==> src/rtl/cpu7_csr_intc_pkg.sv <==
// Shared CSR addresses, field positions and timer state encoding for the
// interrupt/timer controller slice.
package cpu7_csr_intc_pkg;

    localparam int CSR_BIT = 14;
    localparam int GRLEN   = 32;

    localparam logic [CSR_BIT-1:0] LSOC1K_CSR_ECFG  = 14'h004;
    localparam logic [CSR_BIT-1:0] LSOC1K_CSR_ESTAT = 14'h005;
    localparam logic [CSR_BIT-1:0] LSOC1K_CSR_TCFG  = 14'h041;
    localparam logic [CSR_BIT-1:0] LSOC1K_CSR_TVAL  = 14'h042;
    localparam logic [CSR_BIT-1:0] LSOC1K_CSR_TICLR = 14'h044;

    // ECFG.LIE / ESTAT.IS field layout
    localparam int ESTAT_IS_W     = 13;
    localparam int ESTAT_SW_W     = 2;
    localparam int ESTAT_HWI_LO   = 2;
    localparam int ESTAT_TI       = 11;
    localparam int ESTAT_IPI      = 12;

    // TCFG field layout
    localparam int TCFG_EN        = 0;
    localparam int TCFG_PER       = 1;
    localparam int TCFG_INITV_LO  = 2;

    typedef enum logic [1:0] {
        T_IDLE = 2'd0,
        T_RUN  = 2'd1,
        T_HALT = 2'd2
    } timer_state_e;

endpackage

==> src/rtl/cpu7_csr_timer.sv <==
// Stable countdown timer: FSM, counter, reload and expiry pulse.
// A load (TCFG write) always overrides expiry in the same cycle.
module cpu7_csr_timer
    import cpu7_csr_intc_pkg::*;
#(
    parameter int TIMER_W = 30
) (
    input  logic                 clk,
    input  logic                 resetn,
    input  logic                 load,
    input  logic                 en,
    input  logic                 periodic,
    input  logic [TIMER_W-1:0]   initval,
    output logic [TIMER_W+1:0]   count,
    output logic                 expire,
    output logic                 zero
);

    localparam int CW = TIMER_W + 2;
    localparam logic [CW-1:0] CNT_ONE = CW'(1);

    timer_state_e    state_q, state_d;
    logic [CW-1:0]   count_q, count_d;
    logic            zero_q,  zero_d;
    logic [CW-1:0]   reload;

    // Next state, next count and expiry event
    always_comb begin
        state_d = state_q;
        count_d = count_q;
        expire  = 1'b0;
        reload  = {initval, 2'b00};
        if (load) begin
            count_d = reload;
            state_d = en ? T_RUN : T_IDLE;
        end else begin
            case (state_q)
                T_IDLE: begin
                    count_d = count_q;
                end
                T_RUN: begin
                    if (count_q == CNT_ONE) begin
                        count_d = '0;
                        expire  = 1'b1;
                        state_d = periodic ? T_RUN : T_HALT;
                    end else if (count_q == '0) begin
                        // Reached only via a zero load, or the cycle after a
                        // periodic expiry; the latter reloads silently.
                        if (!periodic) begin
                            expire  = 1'b1;
                            state_d = T_HALT;
                        end else begin
                            count_d = reload;
                            expire  = (initval == '0);
                        end
                    end else begin
                        count_d = count_q - CNT_ONE;
                    end
                end
                T_HALT: begin
                    count_d = '0;
                end
                default: begin
                    state_d = T_IDLE;
                end
            endcase
        end
        zero_d = expire;
    end

    // Timer state registers
    always_ff @(posedge clk or negedge resetn) begin
        if (!resetn) begin
            state_q <= T_IDLE;
            count_q <= '0;
            zero_q  <= 1'b0;
        end else begin
            state_q <= state_d;
            count_q <= count_d;
            zero_q  <= zero_d;
        end
    end

    assign count = count_q;
    assign zero  = zero_q;

endmodule

==> src/rtl/cpu7_csr_intc.sv <==
// Interrupt/timer controller: owns ECFG, ESTAT, TCFG, TVAL and TICLR,
// synchronises hardware interrupts and raises a level request to ecl.
module cpu7_csr_intc
    import cpu7_csr_intc_pkg::*;
#(
    parameter int TIMER_W = 30,
    parameter int HWI_N   = 8
) (
    input  logic                 clk,
    input  logic                 resetn,
    input  logic [CSR_BIT-1:0]   csr_waddr,
    input  logic [GRLEN-1:0]     csr_wdata,
    input  logic                 csr_wen,
    input  logic [CSR_BIT-1:0]   csr_raddr,
    output logic [GRLEN-1:0]     intc_csr_rdata,
    input  logic                 crmd_ie,
    input  logic [HWI_N-1:0]     hw_int,
    input  logic                 ipi,
    output logic                 intc_ecl_int_req,
    output logic                 intc_timer_zero
);

    localparam int TCFG_W = TIMER_W + 2;

    logic [ESTAT_IS_W-1:0]  lie_q,     lie_d;
    logic [ESTAT_SW_W-1:0]  sw_q,      sw_d;
    logic [TCFG_W-1:0]      tcfg_q,    tcfg_d;
    logic                   ti_q,      ti_d;
    logic [HWI_N-1:0]       hw_meta_q, hw_meta_d;
    logic [HWI_N-1:0]       hw_sync_q, hw_sync_d;
    logic                   ipi_q,     ipi_d;

    logic                   wr_ecfg, wr_estat, wr_tcfg, wr_ticlr;
    logic                   ti_clear;
    logic [ESTAT_IS_W-1:0]  estat_is;

    logic                   tmr_en, tmr_per;
    logic [TIMER_W-1:0]     tmr_initval;
    logic [TCFG_W-1:0]      tmr_count;
    logic                   tmr_expire, tmr_zero;

    // Write decode and next-state for all owned CSR fields
    always_comb begin
        wr_ecfg   = csr_wen && (csr_waddr == LSOC1K_CSR_ECFG);
        wr_estat  = csr_wen && (csr_waddr == LSOC1K_CSR_ESTAT);
        wr_tcfg   = csr_wen && (csr_waddr == LSOC1K_CSR_TCFG);
        wr_ticlr  = csr_wen && (csr_waddr == LSOC1K_CSR_TICLR);
        ti_clear  = wr_ticlr && csr_wdata[0];

        lie_d     = wr_ecfg  ? csr_wdata[ESTAT_IS_W-1:0] : lie_q;
        sw_d      = wr_estat ? csr_wdata[ESTAT_SW_W-1:0] : sw_q;
        tcfg_d    = wr_tcfg  ? csr_wdata[TCFG_W-1:0]     : tcfg_q;

        // Expiry set takes priority over a coincident TICLR clear
        ti_d      = tmr_expire ? 1'b1 : (ti_clear ? 1'b0 : ti_q);

        hw_meta_d = hw_int;
        hw_sync_d = hw_meta_q;
        ipi_d     = ipi;
    end

    // Timer configuration: the write data itself on a TCFG write, else the stored value
    always_comb begin
        tmr_en      = wr_tcfg ? csr_wdata[TCFG_EN]  : tcfg_q[TCFG_EN];
        tmr_per     = wr_tcfg ? csr_wdata[TCFG_PER] : tcfg_q[TCFG_PER];
        tmr_initval = wr_tcfg ? csr_wdata[TCFG_W-1:TCFG_INITV_LO]
                              : tcfg_q[TCFG_W-1:TCFG_INITV_LO];
    end

    // CSR field registers and interrupt synchronisers
    always_ff @(posedge clk or negedge resetn) begin
        if (!resetn) begin
            lie_q     <= '0;
            sw_q      <= '0;
            tcfg_q    <= '0;
            ti_q      <= 1'b0;
            hw_meta_q <= '0;
            hw_sync_q <= '0;
            ipi_q     <= 1'b0;
        end else begin
            lie_q     <= lie_d;
            sw_q      <= sw_d;
            tcfg_q    <= tcfg_d;
            ti_q      <= ti_d;
            hw_meta_q <= hw_meta_d;
            hw_sync_q <= hw_sync_d;
            ipi_q     <= ipi_d;
        end
    end

    cpu7_csr_timer #(
        .TIMER_W (TIMER_W)
    ) u_timer (
        .clk      (clk),
        .resetn   (resetn),
        .load     (wr_tcfg),
        .en       (tmr_en),
        .periodic (tmr_per),
        .initval  (tmr_initval),
        .count    (tmr_count),
        .expire   (tmr_expire),
        .zero     (tmr_zero)
    );

    // Assemble ESTAT.IS from the registered sources
    always_comb begin
        estat_is                           = '0;
        estat_is[ESTAT_SW_W-1:0]           = sw_q;
        estat_is[ESTAT_HWI_LO +: HWI_N]    = hw_sync_q;
        estat_is[ESTAT_TI]                 = ti_q;
        estat_is[ESTAT_IPI]                = ipi_q;
    end

    // Same-cycle read mux; unowned addresses return 0
    always_comb begin
        intc_csr_rdata = '0;
        case (csr_raddr)
            LSOC1K_CSR_ECFG:  intc_csr_rdata = GRLEN'(lie_q);
            LSOC1K_CSR_ESTAT: intc_csr_rdata = GRLEN'(estat_is);
            LSOC1K_CSR_TCFG:  intc_csr_rdata = GRLEN'(tcfg_q);
            LSOC1K_CSR_TVAL:  intc_csr_rdata = GRLEN'(tmr_count);
            default:          intc_csr_rdata = '0;
        endcase
    end

    assign intc_ecl_int_req = crmd_ie & (|(estat_is & lie_q));
    assign intc_timer_zero  = tmr_zero;

endmodule

==> config.mk <==
export PLATFORM = sky130hd
export DESIGN_NAME = cpu7_csr_intc
export DESIGN_NICKNAME = d
export VERILOG_FILES = /design/src/rtl/cpu7_csr_intc_pkg.sv /design/src/rtl/cpu7_csr_timer.sv /design/src/rtl/cpu7_csr_intc.sv
export SDC_FILE = /design/constraint.sdc
export NUM_CORES = 1
export LEC_CHECK = 0
export BUFFER_PORTS_ARGS = -buffer_cell sky130_fd_sc_hd__buf_2
export CORE_ASPECT_RATIO = 1.1
export CORE_MARGIN = 2
export CORE_UTILIZATION = 27
export CTS_CLUSTER_DIAMETER = 120
export DETAILED_ROUTE_END_ITERATION = 10
export PLACE_DENSITY = 0.44
export SLEW_MARGIN = 20
export SYNTH_ARGS = -nofsm -noshare
export SYNTH_HDL_FRONTEND = slang
export SYNTH_SLANG_ARGS = --single-unit
==> constraint.sdc <==
create_clock -name clk -period 2.7 [get_ports clk]
set_input_delay 0.54 -clock clk [delete_from_list [all_inputs] [get_ports clk]]
set_output_delay 0.54 -clock clk [all_outputs]
set_load 0.01 [all_outputs]
==> results of run 1 <==
-- cell type report --
class | count | area [sq um]
clock inverters | 7 | 88.84
multi-input cells | 465 | 3047
clock buffers | 9 | 225.2
repair buffers | 167 | 1151
inverters | 12 | 45.04
well taps | 256 | 320.3
flip-flops and latches | 100 | 2502
fillers | 2136 | 13270
-- Yosys cell counts (all sizes together), types with 11 or more instances --
library cell  count
nor4             25
a22o             22
clkbuf           23
dfrtp           100
nand3            21
a21oi            17
nor3             15
nand4            11
o211ai           15
nor2             30
o21ai            17
nand2           166
inv              12
buf              15
mux2             15
xnor2            12
a222oi           13
-- repair_timing --
| action | CTS | global route |
|---|---|---|
| gates resized for setup | 0 | 20 |
| buffers inserted | 0 | 2 |
| hold endpoints to repair | 0 | 0 |
| endpoints found under the setup margin | 0 | 32 |
| hold buffers | 0 | 0 |
-- final timing paths --
kind	endpoint	slack, ns
max	intc_csr_rdata[31]	-0.04
max in group asynchronous	tcfg_q[15]	1.97
max reg2reg	u_timer.count[23]	0.13
min in group clk	hw_meta_q[5]	0.28
min reg2reg	hw_sync_q[0]	0.35
min	u_timer.state_q[0]	0.14
-- cell families (layout without fill, tap and decap cells) --
family / after synthesis / after routing / share of synthesized area [%]
adders and majority gates: 6 / 6 / 1.314
buffers and inverters: 50 / 195 / 4.227
AOI/OAI and AO/OA: 122 / 122 / 17.70
muxes: 17 / 17 / 3.373
xor gates and xnor gates: 22 / 22 / 3.373
DFF: 100 / 100 / 43.81
and+or+nand+nor: 298 / 298 / 26.20
-- sequential cells by signal (all words and copies together), names as in the netlist, 2 cells and up --
register,count
hw_meta_q,8
hw_sync_q,8
lie_q,13
sw_q,2
tcfg_q,32
u_timer.count,32
u_timer.state_q,2
-- through the flow --
step                cell area, sq um  power, mW  worst slack, ns
finish                          7380      5.316         -0.03642
floorplan                       5712      3.172           0.1594
global route                    7380      5.629          -0.1378
CTS                             7184      5.348          0.05618
global placement                6870      3.895          0.08361
detailed placement              6870      3.910          0.06047
-- cells in the final DEF (no fill, tap or decap), types with 4 or more instances in the layout --
cell type / netlist / final
ha_1: 6 / 6
a22o_1: 22 / 22
inv_1: 12 / 12
buf_12: 0 / 6
nand3_2: 10 / 10
a221oi_1: 4 / 4
a21oi_2: 5 / 5
buf_6: 4 / 6
nor3_1: 15 / 15
nor2_1: 30 / 29
o211ai_1: 5 / 5
a222oi_1: 13 / 13
or4_1: 5 / 5
nor4_1: 22 / 19
xnor2_1: 12 / 12
mux2_2: 15 / 15
o21ai_0: 13 / 13
buf_2: 9 / 101
nand4_1: 10 / 10
nand2_1: 166 / 166
a21oi_1: 12 / 12
dfrtp_1: 100 / 100
clkbuf_16: 0 / 12
xor2_1: 10 / 10
o211ai_2: 10 / 10
nor4_4: 2 / 5
o21ai_2: 4 / 4
nand3_1: 11 / 11
o31ai_1: 4 / 4
a211oi_1: 4 / 4
o21a_1: 6 / 6
buf_4: 0 / 51
-- routing by layer --
layer | global-route usage (%) | share of wire (%) | vias to the layer above
met5 | 0 | 0 | -
met2 | 30.47 | 49 | 197
met1 | 23.18 | 44 | 2667
met3 | 2.815 | 5.5 | 28
li1 | - | - | 2520
met4 | 5.281 | 2.3 | 0
-- where the power goes --
part / internal [mW] / leakage, nW / switching [mW]
logic: 0.910 / 2.17 / 1.06
clock network: 0.747 / 0.152 / 0.673
registers: 1.68 / 1.33 / 0.249
total: 3.34 / 3.65 / 1.98
-- worst max-delay path: cells and delay by family --
| kind | cells | cell delay [ns] |
|---|---|---|
| AOI/OAI and AO/OA | 1 | 0.18 |
| and+or+nand+nor | 3 | 0.66 |
| buffers and inverters | 5 | 0.80 |
==> metrics.yaml, run 1 <==
sta:
  period_needed_ns: 2.736
  finalMaxSlewViolations: 0
  clock.fmax_mhz: 365.4
  post-route-period-util_pct: 101.3
  tns_ns: -0.1359
  whs_ns: 0.1401
  timing.final.ws_setup_ns: -0.03642
  worstMarginPinSlew_ns: 0.6783
  hold_viol_final: 0
  rsz0062_at_grt: "yes"
  final-setup-viol-count: 14
  slew_headroom_pct: 54.36
  skew_ns: 0.01349
global_route:
  overflow: 0
  antenna_found_initial: 0
  grt_pass1_vias: 5343
  track_usage_pct: 17.81
  grt_max_degree: 41
  grt_pass1_wl_mm: 30.54
detailed_routing:
  drtAntennaViolNets: 0
  routed_wl_mm: 20.09
  route.vias.total: 5412
  drt_iter0_markers: 414
  firstDrtPassIters: 5
  drc: 0
  vias_per_cell: 5.327
  wl_per_cell_microns: 19.78
synth:
  seq_area_frac_synth_pct: 43.81
  synth_top_area_share_pct: 43.81
  synth_area_leaders: "dfrtp_1 (44%), nand2_1 (11%), a22o_1 (3.4%)"
  synth_cells: 615
  synth_ff_type: "dfrtp_1"
  avgSynthCellArea_sq_um: 9.287
  ys_types: 65
  synth_edf_count: 0
  synthesis.nets: 694
  synthArstFlopShare_pct: 100.0
  yosys_warnings: 0
  syn-cell-area_sq_um: 5712
  ys_seq_elements: 100
  yosys.area.top_type: "dfrtp_1"
finish:
  layout-drive-gt1-share_pct: 33.16
  syn2layout_area_growth_pct: 29.20
  instances_no_fill: 1016
  nets: 834
  n_antenna_cell: 0
  final_util_pct: 35.75
place:
  dp.cells: 993
  hpwl_mm: 14.77
  place_congestion: 0.8694
  numPortBuffers: 106
setup_path:
  slowest_delay_ns: 0.28
  cp.required_ns: 2.16
  cp_max_fo: 16
  critical_path_arrival_ns: 2.20
  worstSetupPathType: "input pin to primary output"
  crit_path_start_kind: "input pin"
  crit_chain: "buf_2, nor4_4, nand3_1, buf_4, nor4_4, buf_6, clkbuf_16, a22o_1, buf_2"
  crit_slowest_cell: "nor4_4"
  cp-startpoint: "csr_raddr[8]"
  r2r_start: "u_timer.count[27]"
  critPathCaptureType: "primary output"
  reg2reg_depth: 8
power_and_ir_drop:
  power_density_nw_per_um2: 720.4
  leakage_nw: 3.650
  irDropWorstVdd_v: 0.0003140
clock_tree:
  clkTransAtPathRegs_ns: 0.08
  cts_tree: "built"
  root_buffer: "clkbuf_16"
  cts_buffer_depth: 2
  clock_sinks: 100
  numCtsBuffers: 9
  insertion_delay_ns: 0.36
  htree_levels: 3
status:
  failed_checks: "negative setup slack"
  status: "complete, but fails checks"
job:
  cap_violations: 0
floorplan:
  initial_core_util_pct: 27.67
  die-area_sq_um: 22340
  io_pins: 107
  num_rows: 55
  die_w_microns: 142.7
  die_h_microns: 156.5
  core_area_sq_um: 20640
worst_hold_path:
  min_path_type: "input pin to async pin"
No activity file was read; power rests on OpenSTA's default activity.
==> inputs of run 2 (changes only) <==
--- a/config.mk
+++ b/config.mk
@@ -8,10 +8,10 @@
 export BUFFER_PORTS_ARGS = -buffer_cell sky130_fd_sc_hd__buf_2
 export CORE_ASPECT_RATIO = 1.1
 export CORE_MARGIN = 2
-export CORE_UTILIZATION = 27
+export CORE_UTILIZATION = 49
 export CTS_CLUSTER_DIAMETER = 120
 export DETAILED_ROUTE_END_ITERATION = 10
-export PLACE_DENSITY = 0.44
+export PLACE_DENSITY = 0.71
 export SLEW_MARGIN = 20
 export SYNTH_ARGS = -nofsm -noshare
 export SYNTH_HDL_FRONTEND = slang
==> run 2 against run 1 <==
The run now ends clean. Highest routed layer unchanged. Total power up 0.94%. First-iteration DRC count up 27%. Largest power group is now sequential cells. Critical path type unchanged. Design area down 2.7%. Clock power up 5%. Sequential power about the same. Cell count down 12%. Routed wire length down 13%.
==> metrics.yaml, run 2 (synthesized netlist as in run 1, its figures left out) <==
finish:
  nets: 823
  final_common_cell: "nand2_1"
  syn2layout_area_growth_pct: 25.70
  layout_common_cells: "nand2_1 (165), buf_2 (103), dfrtp_1 (99)"
  n_antenna_cell: 0
  instances_no_fill: 899
  layout-drive-gt1-share_pct: 32.44
setup_path:
  r2r_start: "u_timer.count[27]"
  critical_path_arrival_ns: 2.13
  regToRegSetupSlack_ns: 0.08
  timing.rr.end: "u_timer.count[23]"
  reg2reg_depth: 8
  crit_path_start_kind: "input pin"
  cp_max_fo: 8
  cp.required_ns: 2.16
  critPathCaptureType: "primary output"
  worstSetupPathType: "input pin to primary output"
sta:
  clock.fmax_mhz: 375.0
  period_needed_ns: 2.666
  worstMarginPinSlew_ns: 0.6463
  tns_ns: 0
  final-setup-viol-count: 0
  hold_viol_final: 0
  skew_ns: 0.006819
  slew_headroom_pct: 56.51
  post-route-period-util_pct: 98.76
  finalMaxSlewViolations: 0
clock_tree:
  clock_sinks: 100
  numCtsBuffers: 9
  clkTransAtPathRegs_ns: 0.06
  root_buffer: "clkbuf_16"
  cts_buffer_depth: 2
  cts_tree: "built"
  hold_buffers: 0
  insertion_delay_ns: 0.34
  htree_levels: 3
power_and_ir_drop:
  irDropWorstVdd_v: 0.0003797
  p_comb_share_pct: 35.7
  intPower_mw: 3.496
  power_frac_seq_pct: 36.5
  clkPwrFrac_pct: 27.8
  power_density_nw_per_um2: 747.4
  leakage_nw: 3.609
  p_switching_mw: 1.869
  netSwitchingFraction_pct: 34.84
detailed_routing:
  vias_per_cell: 6.069
  drt_iter0_markers: 527
  wl_per_cell_microns: 19.55
  firstDrtPassIters: 5
  drtAntennaViolNets: 0
  route.vias.total: 5456
  drc: 0
  routed_wl_mm: 17.57
place:
  place_congestion: 0.8986
  hpwl_mm: 12.65
  numPortBuffers: 106
  dp.cells: 875
floorplan:
  initial_core_util_pct: 49.93
  die_h_microns: 117.2
  num_rows: 41
  core_area_sq_um: 11440
  io_pins: 107
  die_w_microns: 106.9
  die-area_sq_um: 12540
global_route:
  grt_pass1_vias: 5330
  grt_max_degree: 33
  overflow: 0
  grt_pass1_wl_mm: 26.90
  track_usage_pct: 27.82
  antenna_found_initial: 0
worst_hold_path:
  min_path_type: "input pin to async pin"
job:
  cap_violations: 0
status:
  status: "complete, no violations"
==> run 2: cell count changes in the layout (fill, tap and decap cells not counted), moves of 2 or more <==
cell	delta
buf_4	-10
inv_8	-3
buf_6	-3
buf_2	+2
bufinv_16	+2
==> run 2: area by class of cell <==
class,instances,area [sq um]
clock buffers,11,242.7
clock inverters,5,106.4
fillers,985,4260
inverters,12,45.04
multi-input cells,465,3047
flip-flops and latches,100,2504
well taps,150,187.7
repair buffers,156,1047
==> run 2: through the flow <==
step           utilization (%)  worst slack, ns  total power [mW]  hold WS, ns  area [sq um]
2_1_floorplan                -           0.1594             3.172       0.2444          5712
3_3_place_gp             58.21           0.1457             3.785       0.3322          6659
3_5_place_dp             58.21          0.05399             3.840       0.3411          6659
4_1_cts                  61.26          0.05020             5.353       0.1359          7008
5_1_grt                  62.76         -0.04745             5.652       0.1487          7179
6_report                 62.76          0.03360             5.366       0.1333          7179
==> run 2: what timing repair did <==
item,in CTS,in global routing
gates resized for setup,0,19
setup endpoints to repair,0,24
buffers inserted,0,4
==> run 2: worst max-delay path, cell delays in order <==
cell and delay [ns]:
buf_2 0.11, nor4_4 0.26, nand3_2 0.13, nor2_2 0.16, nand2_2 0.11, nor2_4 0.26, clkbuf_16 0.23, a222oi_1 0.08
nand2_1 0.10, buf_2 0.14
==> run 2: power groups by stage <==
| stage | combinational, mW | sequential [mW] | clock [mW] |
|---|---|---|---|
| floorplan | 1.28 | 1.89 | 0 |
| global placement | 1.82 | 1.96 | 0 |
| detailed placement | 1.87 | 1.97 | 0 |
| CTS | 1.88 | 1.95 | 1.53 |
| global route | 2.09 | 1.98 | 1.58 |
| finish | 1.91 | 1.96 | 1.49 |
==> run 2: how the worst max path moves through the flow <==
stage               cells past startpoint  slack, ns           endpoint         start
global route                           10      -0.05  intc_csr_rdata[3]  csr_raddr[5]
global placement                        9       0.15  intc_csr_rdata[4]  csr_raddr[9]
finish                                 10       0.03  intc_csr_rdata[3]  csr_raddr[5]
CTS                                     9       0.05  intc_csr_rdata[4]  csr_raddr[3]
floorplan                               7       0.16  intc_csr_rdata[4]  csr_raddr[9]
detailed placement                      9       0.05  intc_csr_rdata[4]  csr_raddr[3]
==> run 2: routing by layer <==
layer / part of all wire [%] / global-route usage, %
met5: 0 / 0
met4: 3.3 / 11.08
met3: 7.0 / 4.928
met2: 50 / 48.58
met1: 40 / 34.48
==> inputs of run 3 (changes only) <==
--- a/config.mk
+++ b/config.mk
@@ -11,7 +11,7 @@
 export CORE_UTILIZATION = 49
 export CTS_CLUSTER_DIAMETER = 120
 export DETAILED_ROUTE_END_ITERATION = 10
-export PLACE_DENSITY = 0.71
+export PLACE_DENSITY = 0.7
 export SLEW_MARGIN = 20
 export SYNTH_ARGS = -nofsm -noshare
 export SYNTH_HDL_FRONTEND = slang
==> run 3 against run 2 <==
Cell count decreased by 0.11%. Critical path depth decreased by 2. Critical path type unchanged. Largest cell class unchanged. Highest routed layer unchanged. Design area decreased by 2.6%. Clock-buffer cell count decreased by 2.
==> metrics.yaml, run 3 (synthesized netlist as in run 1, its figures left out) <==
job:
  cap_violations: 0
finish:
  fin_area_sq_um: 6989
  layout-drive-gt1-share_pct: 31.82
  nets: 822
  n_antenna_cell: 0
  final_common_cell: "nand2_1"
  layout_common_cells: "nand2_1 (165), buf_2 (105), dfrtp_1 (100)"
  syn2layout_area_growth_pct: 22.37
global_route:
  grt_pass1_vias: 5300
  met1_usage_pct: 34.19
  antenna_found_initial: 0
  top_usage_layer: "met2"
  overflow: 0
  met3_usage_pct: 4.430
  use_met2_pct: 49.64
  grt_max_degree: 55
  grt_pass1_wl_mm: 26.94
  track_usage_pct: 28.19
floorplan:
  core_area_sq_um: 11440
  die_h_microns: 117.2
  io_pins: 107
  die_w_microns: 106.9
  initial_core_util_pct: 49.93
  die-area_sq_um: 12540
  num_rows: 41
detailed_routing:
  wl_per_cell_microns: 19.08
  firstDrtPassIters: 6
  drt_iter0_markers: 505
  routed_wl_mm: 17.13
  vias_per_cell: 6.023
  drtAntennaViolNets: 0
  route.vias.total: 5409
  drc: 0
clock_tree:
  hold_buffers: 0
  insertion_delay_ns: 0.36
  htree_levels: 3
  numCtsBuffers: 9
  ctsResizeCount: 0
  cts_tree: "built"
  clkTransAtPathRegs_ns: 0.07
  cts_buffer_depth: 2
  root_buffer: "clkbuf_16"
  clock_sinks: 100
  post-cts-setup-buffer-count: 0
sta:
  worstMarginPinSlew_ns: 0.7341
  whs_ns: 0.2340
  rsz0062_at_grt: "yes"
  skew_ns: 0.007015
  hold_viol_final: 0
  finalMaxSlewViolations: 0
  final-setup-viol-count: 0
  clock.fmax_mhz: 388.6
  period_needed_ns: 2.574
  slew_headroom_pct: 51.06
  post-route-period-util_pct: 95.32
  tns_ns: 0
place:
  numPortBuffers: 106
  place_congestion: 0.9498
  hpwl_mm: 12.44
  place_area_sq_um: 6679
setup_path:
  r2r_start: "u_timer.count[27]"
  worstSetupPathType: "input pin to primary output"
  cp_max_fo: 32
  cp-startpoint: "csr_raddr[9]"
  cp.required_ns: 2.16
  critPathCaptureType: "primary output"
  crit_path_start_kind: "input pin"
  critical_path_arrival_ns: 2.03
worst_hold_path:
  min_path_type: "input pin to async pin"
power_and_ir_drop:
  leakage_nw: 3.547
  power_density_nw_per_um2: 730.5
  fin_total_pwr_mw: 5.105
  irDropWorstVdd_v: 0.0004093
status:
  status: "complete, no violations"
[run 3: layout make-up]
cell class / count / area [sq um]
fillers: 988 / 4451
multi-input cells: 465 / 3005
flip-flops and latches: 100 / 2502
repair buffers: 155 / 963.4
clock buffers: 9 / 225.2
well taps: 150 / 187.7
clock inverters: 7 / 60.06
inverters: 12 / 45.04
[run 3: worst paths after layout]
| kind | slack, ns | depth (start not counted) | to |
|---|---|---|---|
| setup / recovery | 0.13 | 8 | intc_csr_rdata[2] |
| hold / removal | 0.23 | 1 | u_timer.state_q[1] |
| setup reg to reg | 0.17 | 8 | u_timer.count[6] |
| hold reg to reg | 0.35 | 0 | hw_sync_q[6] |
| max in group asynchronous | 1.75 | 2 | u_timer.count[26] |
| min in group clk | 0.28 | 1 | hw_meta_q[7] |
[run 3: power breakdown]
group          switching, mW  internal, mW
clock network          0.622         0.642
logic                   1.02         0.870
registers              0.272          1.68
[run 3: layer usage]
layer	share of wire, %	up-vias
met5	0	-
met4	3.3	0
met3	6.4	40
met2	50	241
met1	40	2624
li1	-	2504
[run 3: critical path, cell delays in order]
cell and delay, ns:
buf_2 0.11, nor4_2 0.27, nand3_1 0.15, nor4_2 0.34
buf_12 0.25, a222oi_1 0.14, nand2_1 0.10, buf_2 0.13
[run 3: through the flow]
| stage | cells | util, % | setup slack [ns] |
|---|---|---|---|
| 2_1_floorplan | 615 | - | 0.1594 |
| 3_5_place_dp | 881 | 58.38 | 0.02251 |
| 3_3_place_gp | 881 | 58.38 | 0.1300 |
| 5_1_grt | 898 | 61.10 | -0.01708 |
| 4_1_cts | 897 | 60.88 | 0.09398 |
| 6_report | 898 | 61.10 | 0.1265 |
